### src/rtl/pmod_ad1_capture.sv
// rtl/pmod_ad1_capture.sv - PMOD AD1 dual-channel serial capture with single-entry holding register
// Frames are committed on the first CS_N-high cycle; the word becomes visible one cycle later.
module pmod_ad1_capture #(
  parameter int CLK_DIV       = 2,
  parameter int SAMPLE_PERIOD = 100,
  parameter int QUIET_CYC     = 4,
  parameter int C_DATA_WIDTH  = 32
) (
  input  logic                    M_AXI_ACLK,
  input  logic                    M_AXI_ARESETN,
  input  logic                    ENABLE,
  input  logic                    CLEAR_FLAGS,
  output logic                    ADC_CS_N,
  output logic                    ADC_SCLK,
  input  logic                    ADC_D0,
  input  logic                    ADC_D1,
  output logic [C_DATA_WIDTH-1:0] SAMPLE_DATA,
  output logic                    SAMPLE_VALID,
  input  logic                    SAMPLE_READY,
  output logic                    OVERRUN,
  output logic                    FRAME_ERR,
  output logic [15:0]             SAMPLE_COUNT
);

  localparam int DIV_W = (CLK_DIV > 1) ? $clog2(CLK_DIV) : 1;
  localparam int PER_W = (SAMPLE_PERIOD > 1) ? $clog2(SAMPLE_PERIOD) : 1;
  localparam int QW    = (QUIET_CYC > 1) ? $clog2(QUIET_CYC) : 1;

  typedef enum logic [1:0] {
    S_IDLE,
    S_CONV,
    S_QUIET,
    S_WAIT
  } state_t;

  state_t            state_q, state_d;
  logic [DIV_W-1:0]  div_cnt_q;
  logic [3:0]        slot_q;
  logic [PER_W-1:0]  period_cnt_q;
  logic [QW-1:0]     quiet_cnt_q;
  logic [15:0]       sh0_q, sh1_q;
  logic              cs_n_q, sclk_q, commit_q;
  logic [C_DATA_WIDTH-1:0] data_q;
  logic              valid_q, overrun_q, frame_err_q;
  logic [15:0]       count_q;

  logic              half_done, start_conv, end_conv, sclk_rise, sclk_fall;
  logic              lead_err, overrun_set, frame_err_set, xfer;
  logic [31:0]       word;

  always_ff @(posedge M_AXI_ACLK or negedge M_AXI_ARESETN) begin
    if (!M_AXI_ARESETN) state_q <= S_IDLE;
    else                state_q <= state_d;
  end

  always_comb begin
    state_d    = state_q;
    start_conv = 1'b0;
    end_conv   = 1'b0;
    sclk_rise  = 1'b0;
    sclk_fall  = 1'b0;
    half_done  = (div_cnt_q == DIV_W'(CLK_DIV - 1));
    case (state_q)
      S_IDLE: begin
        if (ENABLE) begin
          state_d    = S_CONV;
          start_conv = 1'b1;
        end
      end
      S_CONV: begin
        // sclk_q doubles as the slot phase: low half first, then high half
        if (half_done) begin
          if (!sclk_q) begin
            sclk_rise = 1'b1;
          end else if (slot_q == 4'd15) begin
            end_conv = 1'b1;
            state_d  = S_QUIET;
          end else begin
            sclk_fall = 1'b1;
          end
        end
      end
      S_QUIET: begin
        if (quiet_cnt_q == QW'(QUIET_CYC - 1)) state_d = S_WAIT;
      end
      S_WAIT: begin
        if (period_cnt_q == '0) begin
          if (ENABLE) begin
            state_d    = S_CONV;
            start_conv = 1'b1;
          end else begin
            state_d = S_IDLE;
          end
        end
      end
      default: state_d = S_IDLE;
    endcase
  end

  always_ff @(posedge M_AXI_ACLK or negedge M_AXI_ARESETN) begin
    if (!M_AXI_ARESETN) begin
      div_cnt_q    <= '0;
      slot_q       <= '0;
      period_cnt_q <= '0;
      quiet_cnt_q  <= '0;
      sh0_q        <= '0;
      sh1_q        <= '0;
      cs_n_q       <= 1'b1;
      sclk_q       <= 1'b1;
      commit_q     <= 1'b0;
    end else begin
      commit_q <= end_conv;

      if (start_conv)
        period_cnt_q <= PER_W'(SAMPLE_PERIOD - 1);
      else if (state_q != S_IDLE && period_cnt_q != '0)
        period_cnt_q <= period_cnt_q - PER_W'(1);

      if (start_conv || half_done)
        div_cnt_q <= '0;
      else if (state_q == S_CONV)
        div_cnt_q <= div_cnt_q + DIV_W'(1);

      if (start_conv) begin
        cs_n_q <= 1'b0;
        sclk_q <= 1'b0;
        slot_q <= '0;
      end else if (sclk_rise) begin
        sclk_q <= 1'b1;
        sh0_q  <= {sh0_q[14:0], ADC_D0};
        sh1_q  <= {sh1_q[14:0], ADC_D1};
      end else if (sclk_fall) begin
        sclk_q <= 1'b0;
        slot_q <= slot_q + 4'd1;
      end else if (end_conv) begin
        cs_n_q <= 1'b1;
      end

      if (end_conv)
        quiet_cnt_q <= '0;
      else if (state_q == S_QUIET)
        quiet_cnt_q <= quiet_cnt_q + QW'(1);
    end
  end

  // Leading-zero nibble is checked but never forwarded
  assign lead_err      = (|sh0_q[15:12]) | (|sh1_q[15:12]);
  assign word          = {4'h0, sh1_q[11:0], 4'h0, sh0_q[11:0]};
  assign xfer          = valid_q && SAMPLE_READY;
  assign overrun_set   = commit_q && valid_q && !SAMPLE_READY;
  assign frame_err_set = commit_q && lead_err;

  always_ff @(posedge M_AXI_ACLK or negedge M_AXI_ARESETN) begin
    if (!M_AXI_ARESETN) begin
      data_q      <= '0;
      valid_q     <= 1'b0;
      overrun_q   <= 1'b0;
      frame_err_q <= 1'b0;
      count_q     <= '0;
    end else begin
      if (commit_q) begin
        data_q  <= C_DATA_WIDTH'(word);
        valid_q <= 1'b1;
        count_q <= count_q + 16'd1;
      end else if (xfer) begin
        valid_q <= 1'b0;
      end

      if (overrun_set)      overrun_q <= 1'b1;
      else if (CLEAR_FLAGS) overrun_q <= 1'b0;

      if (frame_err_set)    frame_err_q <= 1'b1;
      else if (CLEAR_FLAGS) frame_err_q <= 1'b0;
    end
  end

  assign ADC_CS_N     = cs_n_q;
  assign ADC_SCLK     = sclk_q;
  assign SAMPLE_DATA  = data_q;
  assign SAMPLE_VALID = valid_q;
  assign OVERRUN      = overrun_q;
  assign FRAME_ERR    = frame_err_q;
  assign SAMPLE_COUNT = count_q;

endmodule
### config.mk
export PLATFORM = sky130hd
export DESIGN_NAME = pmod_ad1_capture
export DESIGN_NICKNAME = d
export VERILOG_FILES = /design/src/rtl/pmod_ad1_capture.sv
export SDC_FILE = /design/constraint.sdc
export NUM_CORES = 1
export LEC_CHECK = 0
export CORE_AREA = 2 2 135 71
export DETAILED_ROUTE_END_ITERATION = 16
export DIE_AREA = 0 0 137 73
export PLACE_DENSITY_LB_ADDON = 0.15
export SLEW_MARGIN = 15
export SYNTH_ARGS = -nofsm -noshare
export SYNTH_HDL_FRONTEND = slang
export SYNTH_SLANG_ARGS = --single-unit
### constraint.sdc
create_clock -name M_AXI_ACLK -period 1.9 [get_ports M_AXI_ACLK]
set_input_delay 0.38 -clock M_AXI_ACLK [delete_from_list [all_inputs] [get_ports M_AXI_ACLK]]
set_output_delay 0.38 -clock M_AXI_ACLK [all_outputs]
set_load 0.05 [all_outputs]
### Word-level counts from Yosys, hierarchy flattened

Cells that the tools add are included.

* register bits after elaboration: 94
* bits in latches: 0
* RAM bits: 0
* ROM bits: 0
* input bits: 7
* word-level logic and storage cells: 104
* memories: 0

* add/sub/neg operators: 5
* $mul: 0
* divide/modulo/power cells: 0
* order comparisons: 0
* equal/unequal tests: 13
* shift-type cells: 0
* mux-type cells: 43
* bitwise gates (word level): 2
* reduce and logical (&&, ||, !) cells: 26

Operator list (count)
* 1-bit 2-to-1 mux: 28
* 2-bit nonzero test: 9
* 16-bit by 1-bit adder with 16-bit output (second input constant): 1
* 2-bit 2-to-1 mux: 8
* 2-bit != test (second input constant): 8
* 7-bit 2-to-1 mux: 2
* 4-bit 2-to-1 mux: 3
* 2-bit one-hot mux with 4 select lines: 1
* 4-bit OR reduction: 2
* 7-bit zero test: 1
* 7-bit nonzero test: 1
* 7-bit by 1-bit subtractor with 7-bit output (second input constant): 1
* 2-bit == test (second input constant): 3
* 6-bit AND reduction: 1
* 1-bit logical AND: 5
* 4-bit by 1-bit adder with 4-bit output (second input constant): 1
* 4-bit == test (second input constant): 1
* 2-bit AND reduction: 2
* 3-bit AND reduction: 1
* 3-bit nonzero test: 1
* 2-bit by 1-bit adder with 2-bit output (second input constant): 1
* 2-bit by 1-bit == test with 1-bit output (second input constant): 1
* 2-bit zero test: 1
* 1-bit one-hot mux with 2 select lines: 1
* 5 further kinds: 5

### Longest topological paths before layout

* word-level depth: 9
* depth in mapped cells: 7
* mapped depth without buffers: 6

### Worst setup path before layout

No wires, ideal clock.

* path type: register -> register
* start point: reg state_q[0]
* end point: reg sh0_q[10]
* data arrival time: 1.879 ns
* setup slack: -0.104 ns
* stages on the path, launching flop included: 8
* path buffers: 2
* cells stage by stage: dfrtp_1 > inv_1 > ha_1 > clkbuf_1 > o211ai_2 > o2111ai_4 > buf_6 > mux2_4

* cells in the longest elaborated chain, start to end: 4
* elaborated cells between the ends (all ways): 7

Ends and longest elaborated chain
* start: declaration: RTL line 36 `state_t state_q, state_d;`
* start signal: assignment: RTL line 53 `else state_q <= state_d;`
* 2-bit == test or 2-bit zero test (tied branches): RTL line 63 `case (state_q)`
* 1-bit one-hot mux with 2 select lines: RTL line 63
* 1-bit inverter (no source line)
* 2-bit AND reduction (no source line) (*)
* end signal: assignment: RTL line 130 `sh0_q <= {sh0_q[14:0], ADC_D0};`
* end: declaration: RTL line 41 `logic [15:0] sh0_q, sh1_q;`

Every way passes the cells marked *; elsewhere a longest branch is shown, timed or not.
A chain may end at the register's enable or synchronous reset.

### Final worst setup path

* start point: reg period_cnt_q[1]
* end point: reg sh0_q[2]

* cells in the longest elaborated chain, start to end: 5

Ends and longest elaborated chain
* start: declaration: RTL line 39 `logic [PER_W-1:0] period_cnt_q;`
* start signal: assignment: RTL line 115 `period_cnt_q <= PER_W'(SAMPLE_PERIOD - 1);`
* start signal: assignment: RTL line 117 `period_cnt_q <= period_cnt_q - PER_W'(1);`
* 7-bit zero test: RTL line 87 `if (period_cnt_q == '0) begin`
* 1-bit 2-to-1 mux: RTL line 87
* 1-bit one-hot mux with 2 select lines: RTL line 63
* 1-bit inverter (no source line)
* 2-bit AND reduction (no source line)

Every way passes these cells.

==> impl_metrics.ini <==
[run_status]
status = finished, violations left
violations = negative setup slack

[worst_setup_path]
crit_path_end_kind = flip-flop
crit_fanout = 8
critPathKind = flip-flop to flip-flop
cp.required_ns = 2.12
start_kind = flip-flop
worstPathArrival_ns = 2.19

[final_layout]
drive_above_1_share_pct = 36.9
nets = 394
layout_common_cells = dfrtp_1, buf_4, mux2_2
area_growth_pct = 29.1
insertedDiodeCount = 0
final_common_cell = dfrtp_1

[clocking]
cts_tree = built
clockBufferDepth = 2
clock_latency_ns = 0.33
htree_num_levels = 3
root_buffer = clkbuf_16
cts.clk_slew.worst_paths_ns = 0.06
cts_sinks = 94
cts_buffers = 9

[route]
viasPerCell = 4.92
via_count = 2475
ant_nets = 0
firstDrtPassIters = 4
wl_mm = 7.47
wl_per_cell_um = 14.9
drt_iter0_drc = 139
drc = 0

[placement]
dpl.hpwl_mm = 4.90
port_buffers = 51
gp_congestion = 0.768
pre_cts_ws_ns = -0.115

[grt]
grt_pass1_wl_mm = 12.7
antenna_found_initial = 0
grt_overflow = 0
grt_use_total_pct = 16.9
first_global_vias = 2513
grt_max_degree = 36

[timing]
clock_skew_ns = 0.00342
maxSlewViolCount = 0
hold_ws_ns = 0.479
min_period_over_period_pct = 104
fmax_ghz = 0.507
final_hold_viol_count = 0
fin_ws_ns = -0.0741
worstMarginPinSlew_ns = 0.509
setup_viol = 32
rsz0062_at_grt = yes
min_period_ns = 1.97
slew_headroom_pct = 66.0

[logic_synthesis]
yosysWarnings = 0
syn_avg_cell_area_um2 = 13.7
ys_seq_area_share_pct = 57.8
syn_area_mm2 = 0.00407
ys_ff_latch = 94
syn_inst = 297
synth_cell_type_count = 43

[hold_path]
holdCritPathClass = flip-flop to flip-flop

[power_and_ir_drop]
vdd_drop_max_uv = 544
power.density_mw_per_mm2 = 708
leakagePower_nw = 2.96

[floorplanning]
start_util_pct = 45.2
dieArea_mm2 = 0.0100
coreArea_mm2 = 0.00901
io_pins = 60
die_y_um = 73
die_x_um = 137
fp-row-count = 25

[job]
cap_viol_max_count = 0
## layer usage
layer  routed length [um]  track usage, %  vias up
met3                  372            5.56        7
met1                 3910            24.9     1220
met2                 3110            23.4       50
li1                     -               -     1198
met5                    0               0        -
met4                   84            5.50        0
## cell usage after synthesis
cell,number,area (um^2)
dfrtp_1,92,2300
mux2_2,37,417
mux2_4,19,285
xnor2_1,18,158
inv_1,12,45.0
nand2_1,11,41.3
nor2_1,11,41.3
ha_1,9,113
buf_4,8,60.1
nand3_1,8,40.0
nor3_1,8,40.0
clkbuf_1,6,22.5
and3_1,5,31.3
nand4_1,5,31.3
a21oi_1,4,20.0
mux2i_1,4,40.0
and4_1,3,26.3
buf_6,3,33.8
o21ai_0,3,15.0
a211oi_1,2,15.0
dfstp_2,2,52.6
mux2_1,2,22.5
nor4_1,2,12.5
o22ai_1,2,12.5
o41ai_1,2,17.5
xor2_1,2,17.5
a21boi_0,1,7.51
a21o_1,1,7.51
a21oi_2,1,8.76
a22o_1,1,8.76
a2bb2oi_1,1,8.76
a31oi_1,1,6.26
a32o_1,1,10.0
buf_2,1,5.00
conb_1,1,3.75
nor2_2,1,6.26
nor3_2,1,10.0
nor3b_2,1,12.5
o2111ai_4,1,26.3
o211a_1,1,10.0
o211ai_2,1,12.5
or3_1,1,6.26
or3b_2,1,8.76
## where the power goes
part	total, mW	internal, mW	switching [mW]	leakage (nW)
combinational	0.108	0.0257	0.0824	1.57
sequential	2.00	2.00	0	1.26
clock	1.61	0.910	0.701	0.135
total	3.72	2.94	0.783	2.96
## sequential cells by signal (all words and copies together), names as in the netlist
register and count:
ADC_SCLK 1, SAMPLE_COUNT 16, SAMPLE_VALID 1, ADC_CS_N 1
period_cnt_q 7, sh0_q 16, commit_q 1, state_q 2
quiet_cnt_q 2, div_cnt_q 1, slot_q 4, SAMPLE_DATA 24
FRAME_ERR 1, OVERRUN 1, sh1_q 16
## stage by stage
step	utilization (%)	setup TNS (ns)	std cells	area (um^2)	power (mW)
finish	58.4	-1.40	503	5260	3.72
floorplan	-	0	304	4100	2.09
CTS	57.0	-0.965	499	5130	3.79
detailed placement	52.6	-2.63	476	4740	2.15
global route	58.4	-3.75	503	5260	3.91
global placement	52.6	-1.52	476	4740	2.15
## kinds of logic (layout without fill, tap and decap cells)
group / Yosys count / count (layout) / synth area share, %
AO/OA/AOI/OAI: 23 / 23 / 4.58
adder cells (fa/ha/maj): 9 / 9 / 2.77
XOR/XNOR: 20 / 20 / 4.30
AND/OR/NAND/NOR: 58 / 58 / 7.56
buffers and inverters: 30 / 108 / 4.09
multiplexers: 62 / 62 / 18.8
flip-flops: 94 / 94 / 57.8
other: 1 / 8 / 0.0921
## layout make-up
type / instances / area, um^2
Clock buffer: 11 / 243
Clock inverter: 4 / 23.8
Fill cell: 733 / 3750
Inverter: 12 / 45.0
Multi-Input combinational cell: 180 / 1620
Sequential cell: 94 / 2350
Tap cell: 121 / 151
Timing Repair Buffer: 81 / 817
## final timing paths
path                       slack, ns                            to  depth (start not counted)                          from
max in group asynchronous       0.79          ADC_SCLK$_DFFE_PN1P_                          3                 M_AXI_ARESETN
setup / recovery               -0.07          sh0_q[2]$_DFFE_PN0P_                          8   period_cnt_q[1]$_DFFE_PN0P_
min in group asynchronous       0.52  SAMPLE_COUNT[11]$_DFFE_PN0P_                          2                 M_AXI_ARESETN
hold reg to reg                 0.48  SAMPLE_COUNT[15]$_DFFE_PN0P_                          1  SAMPLE_COUNT[15]$_DFFE_PN0P_
setup reg to reg               -0.07          sh0_q[2]$_DFFE_PN0P_                          8   period_cnt_q[1]$_DFFE_PN0P_
hold / removal                  0.48  SAMPLE_COUNT[15]$_DFFE_PN0P_                          1  SAMPLE_COUNT[15]$_DFFE_PN0P_
## worst max-delay path: stages, from the launching register on
cell       delay, ns
dfrtp_1         0.39
inv_2           0.05
ha_2            0.17
nor3b_4         0.21
a21oi_2         0.11
o2111ai_4       0.29
buf_6           0.17
clkbuf_16       0.17
mux2_4          0.30
## repair_timing
item	4_1_cts	5_1_grt
hold endpoints to repair	30	0
cloned	2	2
pin swaps	2	3
setup endpoints to repair	35	50
hold buffers	1	0
buffers inserted	5	3
gates resized for setup	11	28
Power figures use the tool's default switching activity.
